## src/rtl/uart_pkg.sv

```systemverilog
// rtl/uart_pkg.sv - shared types and frame constants for the 8N1 UART
package uart_pkg;

  localparam int DATA_BITS  = 8;
  localparam int FRAME_BITS = DATA_BITS + 2;
  localparam int CNT_W      = 16;
  localparam int BIT_IDX_W  = $clog2(DATA_BITS);

  typedef enum logic [1:0] {
    TX_IDLE,
    TX_START,
    TX_DATA,
    TX_STOP
  } tx_state_t;

  typedef enum logic [2:0] {
    RX_IDLE,
    RX_START,
    RX_DATA,
    RX_STOP,
    RX_WAIT_IDLE
  } rx_state_t;

  function automatic int frame_cycles(input int clks_per_bit);
    return FRAME_BITS * clks_per_bit;
  endfunction

endpackage

```

## src/rtl/uart_rx.sv

```systemverilog
// rtl/uart_rx.sv - receiver: input synchronizer, 8N1 deframing FSM, holding register
module uart_rx
  import uart_pkg::*;
#(
  parameter int CLKS_PER_BIT = 16
) (
  input  logic                 clk,
  input  logic                 reset,
  input  logic                 rxd,
  input  logic                 deq_ready,
  output logic                 deq_valid,
  output logic [DATA_BITS-1:0] deq_bits
);

  localparam logic [CNT_W-1:0]     BIT_LAST  = CNT_W'(CLKS_PER_BIT - 1);
  localparam logic [CNT_W-1:0]     HALF_LAST = CNT_W'(CLKS_PER_BIT / 2 - 1);
  localparam logic [BIT_IDX_W-1:0] LAST_BIT  = BIT_IDX_W'(DATA_BITS - 1);

  rx_state_t              state;
  logic [1:0]             sync;
  logic                   rx_s;
  logic [CNT_W-1:0]       cnt;
  logic [BIT_IDX_W-1:0]   bit_idx;
  logic [DATA_BITS-1:0]   shift;

  assign rx_s = sync[1];

  always_ff @(posedge clk or negedge reset) begin
    if (!reset) begin
      sync      <= 2'b11;
      state     <= RX_IDLE;
      cnt       <= '0;
      bit_idx   <= '0;
      shift     <= '0;
      deq_valid <= 1'b0;
      deq_bits  <= '0;
    end else begin
      sync <= {sync[0], rxd};
      // A completing byte below overrides this clear (overrun / same-cycle dequeue).
      if (deq_valid && deq_ready) deq_valid <= 1'b0;
      case (state)
        RX_IDLE: begin
          cnt <= '0;
          if (!rx_s) state <= RX_START;
        end
        RX_START: begin
          if (cnt == HALF_LAST) begin
            cnt     <= '0;
            bit_idx <= '0;
            state   <= rx_s ? RX_IDLE : RX_DATA;
          end else begin
            cnt <= cnt + 16'd1;
          end
        end
        RX_DATA: begin
          if (cnt == BIT_LAST) begin
            cnt   <= '0;
            shift <= {rx_s, shift[DATA_BITS-1:1]};
            if (bit_idx == LAST_BIT) state <= RX_STOP;
            else bit_idx <= bit_idx + 1'b1;
          end else begin
            cnt <= cnt + 16'd1;
          end
        end
        RX_STOP: begin
          if (cnt == BIT_LAST) begin
            cnt <= '0;
            if (rx_s) begin
              deq_bits  <= shift;
              deq_valid <= 1'b1;
              state     <= RX_IDLE;
            end else begin
              state <= RX_WAIT_IDLE;
            end
          end else begin
            cnt <= cnt + 16'd1;
          end
        end
        RX_WAIT_IDLE: begin
          if (rx_s) state <= RX_IDLE;
        end
        default: state <= RX_IDLE;
      endcase
    end
  end

endmodule

```

## src/rtl/uart_core.sv

```systemverilog
// rtl/uart_core.sv - 8N1 UART top: transmitter FSM plus the uart_rx receiver
module uart_core
  import uart_pkg::*;
#(
  parameter int CLKS_PER_BIT = 16
) (
  input  logic                 clk,
  input  logic                 reset,
  input  logic                 io_ctl_enq_valid,
  input  logic [DATA_BITS-1:0] io_ctl_enq_bits,
  output logic                 io_ctl_enq_ready,
  output logic                 io_ctl_deq_valid,
  output logic [DATA_BITS-1:0] io_ctl_deq_bits,
  input  logic                 io_ctl_deq_ready,
  input  logic                 io_pins_rxd,
  output logic                 io_pins_txd
);

  localparam logic [CNT_W-1:0]     BIT_LAST = CNT_W'(CLKS_PER_BIT - 1);
  localparam logic [BIT_IDX_W-1:0] LAST_BIT = BIT_IDX_W'(DATA_BITS - 1);

  tx_state_t             tx_state;
  logic [CNT_W-1:0]      tx_cnt;
  logic [BIT_IDX_W-1:0]  tx_bit;
  logic [DATA_BITS-1:0]  tx_shift;

  // txd is registered so each line level is driven for exactly CLKS_PER_BIT cycles.
  always_ff @(posedge clk or negedge reset) begin
    if (!reset) begin
      tx_state         <= TX_IDLE;
      tx_cnt           <= '0;
      tx_bit           <= '0;
      tx_shift         <= '0;
      io_pins_txd      <= 1'b1;
      io_ctl_enq_ready <= 1'b1;
    end else begin
      case (tx_state)
        TX_IDLE: begin
          if (io_ctl_enq_valid) begin
            tx_shift         <= io_ctl_enq_bits;
            tx_cnt           <= '0;
            tx_state         <= TX_START;
            io_pins_txd      <= 1'b0;
            io_ctl_enq_ready <= 1'b0;
          end
        end
        TX_START: begin
          if (tx_cnt == BIT_LAST) begin
            tx_cnt      <= '0;
            tx_bit      <= '0;
            tx_state    <= TX_DATA;
            io_pins_txd <= tx_shift[0];
          end else begin
            tx_cnt <= tx_cnt + 16'd1;
          end
        end
        TX_DATA: begin
          if (tx_cnt == BIT_LAST) begin
            tx_cnt <= '0;
            if (tx_bit == LAST_BIT) begin
              tx_state    <= TX_STOP;
              io_pins_txd <= 1'b1;
            end else begin
              tx_bit      <= tx_bit + 1'b1;
              tx_shift    <= tx_shift >> 1;
              io_pins_txd <= tx_shift[1];
            end
          end else begin
            tx_cnt <= tx_cnt + 16'd1;
          end
        end
        TX_STOP: begin
          if (tx_cnt == BIT_LAST) begin
            tx_cnt           <= '0;
            tx_state         <= TX_IDLE;
            io_ctl_enq_ready <= 1'b1;
          end else begin
            tx_cnt <= tx_cnt + 16'd1;
          end
        end
        default: tx_state <= TX_IDLE;
      endcase
    end
  end

  uart_rx #(
    .CLKS_PER_BIT(CLKS_PER_BIT)
  ) u_rx (
    .clk      (clk),
    .reset    (reset),
    .rxd      (io_pins_rxd),
    .deq_ready(io_ctl_deq_ready),
    .deq_valid(io_ctl_deq_valid),
    .deq_bits (io_ctl_deq_bits)
  );

endmodule

```

## config.mk

```make
export PLATFORM = sky130hd
export DESIGN_NAME = uart_core
export DESIGN_NICKNAME = d
export VERILOG_FILES = /design/src/rtl/uart_pkg.sv /design/src/rtl/uart_rx.sv /design/src/rtl/uart_core.sv
export SDC_FILE = /design/constraint.sdc
export NUM_CORES = 1
export LEC_CHECK = 0
export CAP_MARGIN = 5
export CELL_PAD_IN_SITES_DETAIL_PLACEMENT = 0
export CELL_PAD_IN_SITES_GLOBAL_PLACEMENT = 1
export CORE_ASPECT_RATIO = 1.25
export CORE_MARGIN = 1.5
export CORE_UTILIZATION = 25
export DETAILED_ROUTE_END_ITERATION = 12
export GPL_TIMING_DRIVEN = 0
export HOLD_SLACK_MARGIN = 0.03
export PLACE_DENSITY_LB_ADDON = 0.1
export SLEW_MARGIN = 25
export SYNTH_ARGS = -nofsm -noshare
export SYNTH_HDL_FRONTEND = slang
export SYNTH_SLANG_ARGS = --single-unit
export TNS_END_PERCENT = 50
```

## constraint.sdc

```tcl
create_clock -name clk -period 4.36 [get_ports clk]
set_input_delay 0.872 -clock clk [delete_from_list [all_inputs] [get_ports clk]]
set_output_delay 0.872 -clock clk [all_outputs]
set_load 0.01 [all_outputs]
```

### After elaboration in Yosys (flattened, before gate mapping)

Index checks and enable logic that the tools add are counted.

* bits of input ports: 13
* output and inout bits: 11
* register bits: 72

* equal/unequal tests: 25
* reduce and logical (&&, ||, !) cells: 20
* muxes and demuxes: 44
* add/subtract/negate cells: 4

Operators by type and width (number)
* 16-bit 2-to-1 mux: 4
* 16-bit case mux with 3 select lines: 1
* 3-bit 2-to-1 mux: 13
* 16-bit by 1-bit adder with 16-bit output (second input constant): 2
* 16-bit by 4-bit equality test with 1-bit output (second input constant): 2
* 16-bit case mux with 2 select lines: 1
* 8-bit 2-to-1 mux: 3
* 16-bit by 3-bit equality test with 1-bit output (second input constant): 1
* 2-bit inequality test (second input constant): 8
* 8-bit case mux with 2 select lines: 1
* 4-bit AND reduction: 4
* 3-bit case mux with 5 select lines: 1
* 2-bit 2-to-1 mux: 6
* 3-bit case mux with 2 select lines: 2
* 2-bit by 1-bit inequality test with 1-bit output (second input constant): 5
* 3-bit equality test (second input constant): 3
* 1-bit 2-to-1 mux: 9
* 2-bit case mux with 4 select lines: 1
* 2-bit nonzero test: 4
* 3-bit by 1-bit adder with 3-bit output (second input constant): 2
* 3-bit by 2-bit equality test with 1-bit output (second input constant): 2
* 3-bit AND reduction: 2
* 6-bit AND reduction: 1
* 3-bit nonzero test: 2
* other kinds (12): 13

### Logic depth before layout (Yosys ltp)

* depth after elaboration: 5
* depth in mapped cells: 9
* gate-level depth less buffers: 7

### Cells and area by module

Synthesis repeated with hierarchy kept, for this count alone.

* cell total of the unflattened synthesis: 362
* area total of the unflattened synthesis: 3812.4 µm²

Modules (own cells, without submodules)
* uart_rx: area each 2060.7 µm², cells each 190, times used 1
* uart_core: area each 1751.7 µm², cells each 172, times used 1

### Worst setup path before layout

OpenSTA, ideal clock, no wires.

* path type: input-to-reg
* start point: input io_ctl_enq_valid
* end point: register tx_cnt[15]
* buffers on the path: 1
* library setup time: 0.132 ns
* stages on the path: 6
* arrival: 1.979 ns
* setup slack: 2.249 ns
* cell sequence: nand2b_1 > clkbuf_1 > nand4_1 > nor4_1 > xnor2_1 > nor2_1

* longest elaborated chain between the ends: 1

Ends and longest elaborated chain
* start, declared: RTL line uart_core.sv:9 `input logic io_ctl_enq_valid,`
* 2-bit inequality test (no line)
* end signal, assigned: RTL line uart_core.sv:54 `tx_cnt <= tx_cnt + 16'd1;`
* end signal, assigned: RTL line uart_core.sv:69 `tx_cnt <= tx_cnt + 16'd1;`
* end signal, assigned: RTL line uart_core.sv:78 `tx_cnt <= tx_cnt + 16'd1;`
* end, declared: RTL line uart_core.sv:23 `logic [CNT_W-1:0] tx_cnt;`

Every way passes these cells.
A chain may end at the register's enable or synchronous reset.

### Worst setup path in the final report

Same ends and word-level chain as after synthesis.

==> flow_metrics.env <==
export IMPL_synth_warnings=0
export IMPL_fin_crit_ps=2720
export IMPL_grt_max_degree=38
export IMPL_vias=2538
export IMPL_setup_worst_path_class="input port to flip-flop"
export IMPL_slew_headroom=0.528
export IMPL_seq_power_share=0.406
export IMPL_grt_ovfl_total=0
export IMPL_synth_top_cell_by_area="dfrtp_1"
export IMPL_cts_path_max_buffers=2
export IMPL_place_congestion=0.698
export IMPL_syn_to_final_growth_pct=20.9
export IMPL_fin_setup_tns_ps=0
export IMPL_worst_slew_pin_slew_ps=703
export IMPL_crit_path_start_kind="input port"
export IMPL_io_pins=24
export IMPL_cts_hold_buf=0
export IMPL_antenna_found_initial=0
export IMPL_cap_violations=0
export IMPL_min_path_cells=0
export IMPL_synthFlopType="dfrtp_1"
export IMPL_register_area_um2=1810
export IMPL_r2r_slack_ps=2030
export IMPL_post_route_cell_area_um2=4340
export IMPL_syn_area_um2=3590
export IMPL_drtAntennaViolNets=0
export IMPL_place_area_um2=4050
export IMPL_min_from="u_rx.sync[0]"
export IMPL_dr_pass1_iters=4
export IMPL_die_w_um=110
export IMPL_holdPathEnd="u_rx.sync[1]"
export IMPL_netlist_area_leader_share=0.475
export IMPL_h_tree_depth=3
export IMPL_seq_area_frac_synth=0.504
export IMPL_finalCritPeriodShare=0.623
export IMPL_cp_arrival_ps=2920
export IMPL_fmaxAchievable_mhz=368
export IMPL_ctsRootBufferMaster="clkbuf_16"
export IMPL_powerDensity_nw_per_um2=519
export IMPL_peakVddDrop_uv=162
export IMPL_path_max_fanout=8
export IMPL_clkPwrFrac=0.311
export IMPL_start_util=0.257
export IMPL_p_sw_mw=0.767
export IMPL_routed_wl_um=7780
export IMPL_cts_setup_buffers=0
export IMPL_cts_tree="yes"
export IMPL_grt_pass1_vias=2609
export IMPL_fin_skew_ps=5.58
export IMPL_port_buffers=23
export IMPL_syn_inst=345
export IMPL_timing_rr_end="tx_cnt[15]"
export IMPL_final_nets=404
export IMPL_report_final_slew_viol_count=0
export IMPL_clkSlewWorstSetupHoldPaths_ps=60
export IMPL_n_fill_cell=1465
export IMPL_internal_power_mw=1.48
export IMPL_async_flop_share=1.00
export IMPL_syn_nets=369
export IMPL_p_sw_frac=0.341
export IMPL_multiInputGateArea_um2=1680
export IMPL_status="finished, final reports clean"
export IMPL_ys_types=45
export IMPL_coreArea_um2=13900
export IMPL_synth_area_top_cells="dfrtp_1 (47%), mux2_2 (6.0%), nor2_1 (5.2%), ha_1 (3.8%), xnor2_1 (3.2%)"
export IMPL_cts_sinks=72
export IMPL_diodes=0
export IMPL_clock_latency_ps=340
export IMPL_synth_seq_cells=72
export IMPL_cts_resized=0
export IMPL_finalSetupViolCount=0
export IMPL_synth_area_per_cell_um2=10.4
export IMPL_layout_drive_gt1_share=0.140
export IMPL_hold_viol=0
export IMPL_cts_buffers_inserted=9
export IMPL_viasPerCell=4.53
export IMPL_synth_edf_count=0
export IMPL_wl_per_cell_um=13.9
export IMPL_core_rowCount=48
export IMPL_critPathCaptureType="flip-flop"
export IMPL_hold_path_class="flip-flop to flip-flop"
export IMPL_die_h_um=137
export IMPL_grt_first_pass_wirelength_um=13200
export IMPL_drt_iter0_markers=115
export IMPL_hold_ws_ps=356
export IMPL_dieArea_um2=15100
export IMPL_grt_usage=0.117
export IMPL_rsz0062_at_grt="false"
export IMPL_dpl_hpwl_um=5370
export IMPL_worstRegToRegCells=8
export IMPL_timing_rr_start="tx_state[0]"
export IMPL_pwr_share_comb=0.282
export IMPL_power_leakage_nw=1.88
export IMPL_drc=0
export IMPL_cp_required_ps=4570
==> worst max-delay path: stages <==
cell	delay, ps
clkdlybuf4s50_1	530
nand2b_1	120
clkbuf_1	320
nand4_1	430
nor4_1	440
xnor2_1	160
nor2_1	50
==> final cells by class <==
type / instances / area share
Sequential cell: 72 / 0.417
Multi-Input combinational cell: 248 / 0.387
Timing Repair Buffer: 24 / 0.0571
Tap cell: 175 / 0.0505
Clock inverter: 6 / 0.0104
Clock buffer: 10 / 0.0551
Buffer: 11 / 0.0115
Inverter: 14 / 0.0121
==> synthesized netlist by cell type, types with 6 or more instances <==
cell / instances
a21oi_1: 16
a22o_1: 10
clkbuf_1: 9
dfrtp_1: 68
ha_1: 11
inv_1: 14
mux2_2: 19
mux2i_1: 8
nand2_1: 24
nand2b_1: 7
nand3_1: 13
nand4_1: 6
nor2_1: 50
nor3_1: 8
nor4_1: 6
o21ai_0: 12
xnor2_1: 13
==> placed cells by master, fill, tap and decap left out, types with 4 or more instances in the layout <==
cell type | synthesis | routed
dfrtp_1 | 68 | 68
nor2_1 | 50 | 50
nand2_1 | 24 | 24
clkdlybuf4s50_1 | 0 | 22
mux2_2 | 19 | 19
a21oi_1 | 16 | 16
inv_1 | 14 | 14
nand3_1 | 13 | 13
xnor2_1 | 13 | 13
o21ai_0 | 12 | 12
ha_1 | 11 | 11
a22o_1 | 10 | 10
clkbuf_1 | 9 | 9
clkbuf_16 | 0 | 9
nor3_1 | 8 | 8
mux2i_1 | 8 | 8
nand2b_1 | 7 | 7
nand4_1 | 6 | 6
nor4_1 | 6 | 6
xor2_1 | 5 | 5
a21o_1 | 5 | 5
dfstp_2 | 4 | 4
==> flip-flops by register name, summed over array words and instances, names as in the netlist, 3 cells and up <==
| register | cells |
|---|---|
| tx_bit | 3 |
| u_rx.shift | 8 |
| u_rx.state | 3 |
| u_rx.cnt | 16 |
| tx_shift | 8 |
| u_rx.bit_idx | 3 |
| tx_cnt | 16 |
| u_rx.deq_bits | 8 |
==> how the worst max path moves through the flow <==
stage,from,endpoint,slack (ps),cells after the start
floorplan,io_ctl_enq_valid,tx_cnt[15],2250,6
global placement,reset,u_rx.deq_bits[5],-450,1
detailed placement,io_ctl_enq_valid,tx_cnt[15],1290,7
CTS,io_ctl_enq_valid,tx_cnt[15],1630,7
global route,io_ctl_enq_valid,tx_cnt[15],1510,7
finish,io_ctl_enq_valid,tx_cnt[15],1640,7
==> power by group through the flow <==
stage	Sequential, mW	Clock [mW]	Combinational, mW
after floorplan	0.895	0	0.495
after global placement	0.924	0	0.643
final	0.914	0.700	0.635
after global routing	0.935	0.755	0.734
after CTS	0.914	0.736	0.653
after detailed placement	0.923	0	0.655
==> layer usage <==
layer  part of all wire  global-route usage  wire length [µm]
met5                  0                   0                 0
met4              0.017              0.0513               134
met1               0.47               0.146              3670
met3              0.028              0.0329               218
met2               0.48               0.186              3760
==> metrics by stage <==
stage,cells,utilization,worst slack (ps),power (mW)
final,560,0.311,1640,2.25
after global routing,560,0.311,1510,2.42
after CTS,560,0.311,1630,2.30
after detailed placement,544,0.291,1290,1.58
after global placement,543,0.290,-454,1.57
after floorplan,345,-,2250,1.39
==> cell families after synthesis <==
kind of cell / after synthesis / share of synthesized area
fa+ha+maj: 11 / 0.0384
compound gates: 55 / 0.100
simple gates: 137 / 0.203
buf+inv: 25 / 0.0286
mux: 27 / 0.0820
xor+xnor: 18 / 0.0440
flops: 72 / 0.504
Note: power is estimated with default switching activity, not from simulation.
